File: src/rtl/multicycle_control.sv
// Multicycle MIPS-style control unit: Moore FSM sequencing fetch, decode, memory,
// ALU and branch phases, plus a retired-instruction counter.
module multicycle_control #(
   parameter int MEM_HANDSHAKE = 1,
   parameter int ALUOP_W       = 6,
   parameter int CNT_W         = 16
) (
   input  logic               i_clk,
   input  logic               i_rst_n,
   input  logic [5:0]         i_instrCode,
   input  logic               i_memReady,
   output logic               o_pcWrite,
   output logic               o_pcWriteCond,
   output logic               o_pcWriteCondNe,
   output logic               o_iorD,
   output logic               o_memRead,
   output logic               o_memWrite,
   output logic               o_irWrite,
   output logic               o_regDst,
   output logic               o_regWrite,
   output logic               o_memToReg,
   output logic               o_extOp,
   output logic               o_aluSrcA,
   output logic [1:0]         o_aluSrcB,
   output logic [1:0]         o_pcSource,
   output logic [ALUOP_W-1:0] o_aluOp,
   output logic               o_illegal,
   output logic [3:0]         o_state,
   output logic [CNT_W-1:0]   o_retired
);

   typedef enum logic [3:0] {
      S_FETCH   = 4'd0,
      S_DECODE  = 4'd1,
      S_MEMADR  = 4'd2,
      S_MEMRD   = 4'd3,
      S_MEMWB   = 4'd4,
      S_MEMWR   = 4'd5,
      S_EXEC    = 4'd6,
      S_RWB     = 4'd7,
      S_IMMEXEC = 4'd8,
      S_IMMWB   = 4'd9,
      S_BRANCH  = 4'd10,
      S_JUMP    = 4'd11
   } state_t;

   localparam logic [5:0] OP_RTYPE = 6'h00;
   localparam logic [5:0] OP_JUMP  = 6'h02;
   localparam logic [5:0] OP_BEQ   = 6'h04;
   localparam logic [5:0] OP_BNE   = 6'h05;
   localparam logic [5:0] OP_ADDI  = 6'h08;
   localparam logic [5:0] OP_ADDIU = 6'h09;
   localparam logic [5:0] OP_ORI   = 6'h0D;
   localparam logic [5:0] OP_LUI   = 6'h0F;
   localparam logic [5:0] OP_LW    = 6'h23;
   localparam logic [5:0] OP_SW    = 6'h2B;
   localparam logic [5:0] ALU_ADD  = 6'h09;

   state_t           r_state;
   state_t           w_next;
   logic [5:0]       r_opcode;
   logic [CNT_W-1:0] r_retired;
   logic             w_memDone;
   logic             w_retire;

   logic             w_pcWrite;
   logic             w_pcWriteCond;
   logic             w_pcWriteCondNe;
   logic             w_iorD;
   logic             w_memRead;
   logic             w_memWrite;
   logic             w_irWrite;
   logic             w_regDst;
   logic             w_regWrite;
   logic             w_memToReg;
   logic             w_extOp;
   logic             w_aluSrcA;
   logic [1:0]       w_aluSrcB;
   logic [1:0]       w_pcSource;
   logic [5:0]       w_aluOp;
   logic             w_illegal;

   // Without the handshake every memory access is treated as finishing in its first cycle.
   assign w_memDone = (MEM_HANDSHAKE == 0) ? 1'b1 : i_memReady;

   always_ff @(posedge i_clk or negedge i_rst_n) begin
      if (!i_rst_n) begin
         r_state   <= S_FETCH;
         r_opcode  <= '0;
         r_retired <= '0;
      end else begin
         r_state <= w_next;
         if (r_state == S_DECODE) begin
            r_opcode <= i_instrCode;
         end
         if (w_retire) begin
            r_retired <= r_retired + CNT_W'(1);
         end
      end
   end

   always_comb begin
      w_next   = S_FETCH;
      w_retire = 1'b0;
      case (r_state)
         S_FETCH:   w_next = w_memDone ? S_DECODE : S_FETCH;
         S_DECODE: begin
            case (i_instrCode)
               OP_RTYPE:                          w_next = S_EXEC;
               OP_ADDI, OP_ADDIU, OP_ORI, OP_LUI: w_next = S_IMMEXEC;
               OP_LW, OP_SW:                      w_next = S_MEMADR;
               OP_BEQ, OP_BNE:                    w_next = S_BRANCH;
               OP_JUMP:                           w_next = S_JUMP;
               default:                           w_next = S_FETCH;
            endcase
         end
         S_MEMADR:  w_next = (r_opcode == OP_LW) ? S_MEMRD : S_MEMWR;
         S_MEMRD:   w_next = w_memDone ? S_MEMWB : S_MEMRD;
         S_MEMWB: begin
            w_next   = S_FETCH;
            w_retire = 1'b1;
         end
         S_MEMWR: begin
            w_next   = w_memDone ? S_FETCH : S_MEMWR;
            w_retire = w_memDone;
         end
         S_EXEC:    w_next = S_RWB;
         S_IMMEXEC: w_next = S_IMMWB;
         S_RWB, S_IMMWB, S_BRANCH, S_JUMP: begin
            w_next   = S_FETCH;
            w_retire = 1'b1;
         end
         default:   w_next = S_FETCH;
      endcase
   end

   always_comb begin
      w_pcWrite       = 1'b0;
      w_pcWriteCond   = 1'b0;
      w_pcWriteCondNe = 1'b0;
      w_iorD          = 1'b0;
      w_memRead       = 1'b0;
      w_memWrite      = 1'b0;
      w_irWrite       = 1'b0;
      w_regDst        = 1'b0;
      w_regWrite      = 1'b0;
      w_memToReg      = 1'b0;
      w_extOp         = 1'b0;
      w_aluSrcA       = 1'b0;
      w_aluSrcB       = 2'b00;
      w_pcSource      = 2'b00;
      w_aluOp         = 6'h00;
      w_illegal       = 1'b0;
      case (r_state)
         S_FETCH: begin
            w_memRead = 1'b1;
            w_aluSrcB = 2'b01;
            w_aluOp   = ALU_ADD;
            w_irWrite = w_memDone;
            w_pcWrite = w_memDone;
         end
         S_DECODE: begin
            w_aluSrcB = 2'b11;
            w_aluOp   = ALU_ADD;
            // The opcode is not latched yet, so the illegal check looks at the live field.
            case (i_instrCode)
               OP_RTYPE, OP_ADDI, OP_ADDIU, OP_ORI, OP_LUI,
               OP_LW, OP_SW, OP_BEQ, OP_BNE, OP_JUMP: w_illegal = 1'b0;
               default:                               w_illegal = 1'b1;
            endcase
         end
         S_MEMADR: begin
            w_aluSrcA = 1'b1;
            w_aluSrcB = 2'b10;
            w_extOp   = 1'b1;
            w_aluOp   = ALU_ADD;
         end
         S_MEMRD: begin
            w_memRead = 1'b1;
            w_iorD    = 1'b1;
         end
         S_MEMWB: begin
            w_regWrite = 1'b1;
            w_memToReg = 1'b1;
         end
         S_MEMWR: begin
            w_memWrite = 1'b1;
            w_iorD     = 1'b1;
         end
         S_EXEC: begin
            w_aluSrcA = 1'b1;
            w_aluOp   = r_opcode;
         end
         S_RWB: begin
            w_regDst   = 1'b1;
            w_regWrite = 1'b1;
         end
         S_IMMEXEC: begin
            w_aluSrcA = 1'b1;
            w_aluSrcB = 2'b10;
            w_aluOp   = r_opcode;
            w_extOp   = (r_opcode == OP_ADDI) || (r_opcode == OP_ADDIU);
         end
         S_IMMWB: begin
            w_regWrite = 1'b1;
         end
         S_BRANCH: begin
            w_aluSrcA       = 1'b1;
            w_aluOp         = r_opcode;
            w_pcSource      = 2'b01;
            w_pcWriteCond   = (r_opcode == OP_BEQ);
            w_pcWriteCondNe = (r_opcode == OP_BNE);
         end
         S_JUMP: begin
            w_pcWrite  = 1'b1;
            w_pcSource = 2'b10;
         end
         default: begin
            w_aluOp = 6'h00;
         end
      endcase
   end

   // Outputs are masked by reset so nothing strobes while i_rst_n is low.
   assign o_pcWrite       = i_rst_n & w_pcWrite;
   assign o_pcWriteCond   = i_rst_n & w_pcWriteCond;
   assign o_pcWriteCondNe = i_rst_n & w_pcWriteCondNe;
   assign o_iorD          = i_rst_n & w_iorD;
   assign o_memRead       = i_rst_n & w_memRead;
   assign o_memWrite      = i_rst_n & w_memWrite;
   assign o_irWrite       = i_rst_n & w_irWrite;
   assign o_regDst        = i_rst_n & w_regDst;
   assign o_regWrite      = i_rst_n & w_regWrite;
   assign o_memToReg      = i_rst_n & w_memToReg;
   assign o_extOp         = i_rst_n & w_extOp;
   assign o_aluSrcA       = i_rst_n & w_aluSrcA;
   assign o_aluSrcB       = i_rst_n ? w_aluSrcB : 2'b00;
   assign o_pcSource      = i_rst_n ? w_pcSource : 2'b00;
   assign o_aluOp         = i_rst_n ? ALUOP_W'(w_aluOp) : '0;
   assign o_illegal       = i_rst_n & w_illegal;
   assign o_state         = r_state;
   assign o_retired       = r_retired;

endmodule

File: config.mk
export PLATFORM = sky130hd
export DESIGN_NAME = multicycle_control
export DESIGN_NICKNAME = d
export VERILOG_FILES = /design/src/rtl/multicycle_control.sv
export SDC_FILE = /design/constraint.sdc
export NUM_CORES = 1
export LEC_CHECK = 0
export BUFFER_PORTS_ARGS = -buffer_cell sky130_fd_sc_hd__buf_4
export CORE_AREA = 2 2 74 76
export DETAILED_ROUTE_END_ITERATION = 10
export DIE_AREA = 0 0 76 78
export PLACE_DENSITY_LB_ADDON = 0.25
export SLEW_MARGIN = 20
export SYNTH_ARGS = -nofsm -noshare
export SYNTH_HDL_FRONTEND = slang
export SYNTH_SLANG_ARGS = --single-unit
File: constraint.sdc
create_clock -name i_clk -period 2.3 [get_ports i_clk]
set_input_delay 0.23 -clock i_clk [delete_from_list [all_inputs] [get_ports i_clk]]
set_output_delay 0.23 -clock i_clk [all_outputs]
set_load 0.02 [all_outputs]
==> run summary <==
Outcome -> finished clean
Crit path buf inv count -> 1
Reg2Reg Depth -> 4
DR vias -> 1641
Site row count -> 26
Number of vias per cell -> 5.177
CP endpoint kind -> output pin
Slew margin rel. -> 69.29%
CTS clk-pin slew, worst paths -> 0.08 ns
Ant diodes -> 0
Number of hold violations in the final report -> 0
Worst Skew -> 0.002851 ns
Initial antenna violation count -> 0
Worst min path class -> in -> reg
Hold Slack -> 0.2241 ns
Synthesized area -> 0.001710 mm^2
Nets@finish -> 259
Syn Area/Cell -> 8.771 um^2
Number of max-cap violations -> 0
CORE AREA -> 0.005042 mm^2
Grt ovf -> 0
CP startpoint kind -> register
Share of post-route cells with drive strength above 1 -> 29.96%
Post-synth cell types -> 48
Leak -> 1.008 nW
RePlAce Congestion -> 0.8120
Setup violators final -> 0
Placed cells -> 313
Async SR Flop Fraction -> 100.0%
Setup tns final -> 0 ns
Commonest non-fill, non-tap cells in the layout -> buf_4 (58), dfrtp_1 (24), nor2_1 (14), nand2_1 (14), xnor2_1 (14)
Cells along the critical path -> or2_1 > nor4_1 > or2_2 > buf_4
Drt first pass iters -> 4
Hold Crit Endpoint -> r_opcode[0]
First-pass GRT wire length -> 7341 um
CTS H-tree lvls -> 1
Register area share after synthesis -> 38.04%
Detailed Place HPWL -> 3255 um
CP delay by family, top -> simple AND/OR/NAND/NOR gates
Crit share post-route -> 89.70%
Arrival time at the worst endpoint -> 1.83 ns
Unrepaired setup endpoints after global routing -> false
Hold Crit Depth -> 3
Initial DRC count -> 56
Crit-path slowest cell -> dfrtp_1
Yosys warns -> 0
Total die area -> 0.005928 mm^2
Commonest non-fill, non-tap cell in the layout -> buf_4
Num CTS Buffers -> 3
Period minus WS final -> 2.063 ns
FF-to-FF End -> o_retired[13]
DRC -> 0
Max Root-Sink Buffers -> 2
Yosys top cell area share -> 38.04%
Worst Max-Slew Pin Slew -> 0.4543 ns
Starting density of the core -> 33.92%
Vias in the first global route -> 1529
Synth area leader -> dfrtp_1
Dominant synthesized flop cell -> dfrtp_1
Post-CTS setup buffers -> 0
Largest net degree at the start of global routing -> 27
CTS tree -> done
Area delta synth->final -> 31.09%
Number of port buffers -> 51
Final non-filler cell total -> 317
Synth top area cells -> dfrtp_1 (38%), xnor2_1 (7.2%), mux2_2 (3.3%)
CP max stage delay -> 0.51 ns
Routed Antenna Nets -> 0
R2R Path Start -> o_state[1]
Hold path startpoint -> i_instrCode[0]
CP Class -> reg -> out
Syn Inst Count -> 195
Die height -> 78 um
EDFF count, synth -> 0
Peak supply drop -> 0.3710 mV
R2R setup slack -> 0.48 ns
CTS root buffer -> clkbuf_8
Die W -> 76 um
Clock Latency Late Sink -> 0.26 ns
Post-Route WL -> 4190 um
Max-slew violation count -> 0
Clk sink count -> 26
Pwr/cell area -> 862.6 mW/mm^2
Flops & latches, synth -> 26
GRT Util Overall -> 14.81%
F_max -> 0.4847 GHz
WL per Instance -> 13.22 um
CP max FO -> 12
Syn nets -> 205
Critical Path RT -> 2.07 ns
# IOs -> 52
[synth_stat cells (all sizes together) (4+ instances only)]
cell,number
o21ai,5
xnor2,14
nor2,14
mux2,5
nor2b,7
nand4,8
and3,4
nand2,14
clkbuf,6
nand2b,8
a21oi,8
buf,4
dfrtp,26
inv,8
and2,5
nand3,11
nor3,8
[worst max-delay path by stage]
| stage | from | endpoint | slack [ns] | depth (start not counted) |
|---|---|---|---|---|
| 3_3_place_gp | o_state[2] | o_retired[13] | 0.49 | 4 |
| 5_1_grt | o_state[1] | o_pcWriteCond | 0.07 | 6 |
| 4_1_cts | o_state[2] | o_aluOp[5] | 0.15 | 5 |
| 3_5_place_dp | o_state[2] | o_retired[13] | 0.44 | 4 |
| 6_report | o_state[1] | o_pcWrite | 0.24 | 4 |
| 2_1_floorplan | o_state[1] | o_pcWrite | 0.08 | 4 |
[timing repair]
action / in CTS / in global routing
endpoints found under the setup margin: 0 / 5
hold buffers: 1 / 0
gates resized for setup: 0 / 2
endpoints found under the hold margin: 13 / 0
[flip-flops by register name, indices dropped and copies added (netlist names)]
name       cells
o_state        4
r_opcode       6
o_retired     16
[kinds of logic (layout without fill, tap and decap cells)]
family / Yosys count / after routing / share of synthesized area [%]
AOI/OAI and AO/OA: 30 / 30 / 11.56
muxes: 6 / 6 / 3.877
and+or+nand+nor: 97 / 97 / 32.70
buffers and inverters: 18 / 70 / 4.389
DFF: 26 / 26 / 38.04
xor gates and xnor gates: 17 / 17 / 8.706
adders and majority gates: 1 / 1 / 0.7314
[power by group]
group | total [mW] | internal, mW | switching [mW]
registers | 0.740 | 0.567 | 0.173
clock network | 0.241 | 0.117 | 0.124
logic | 0.953 | 0.433 | 0.520
total | 1.93 | 1.12 | 0.817
[layout make-up]
cell class / instances / area, um^2
repair buffers: 59 / 445.4
fillers: 522 / 2800
multi-input cells: 151 / 984.7
inverters: 8 / 30.03
well taps: 70 / 87.58
flip-flops and latches: 26 / 653.1
clock buffers: 3 / 41.29
[metal layers]
metal  global-route usage [%]  part of all wire (%)  vias up
met2                    23.84                    47       40
met1                    21.43                    48      792
met5                        0                     0        -
met4                    2.182                  0.50        0
li1                         -                     -      807
met3                    2.442                   4.8        2
[tightest hold or removal path, cell delays in order]
cell     delay [ns]
buf_4          0.10
nand2_1        0.05
o21ai_0        0.06
[per-stage QoR]
stage	worst slack [ns]	power [mW]	cell area (um^2)	utilization, %
floorplan	0.07789	1.347	1710	-
global placement	0.4912	1.705	2188	43.40
detailed placement	0.4407	1.705	2188	43.40
CTS	0.1534	1.955	2240	44.42
global route	0.07297	2.088	2242	44.47
finish	0.2369	1.934	2242	44.47
(Power assumes the default switching activity.)
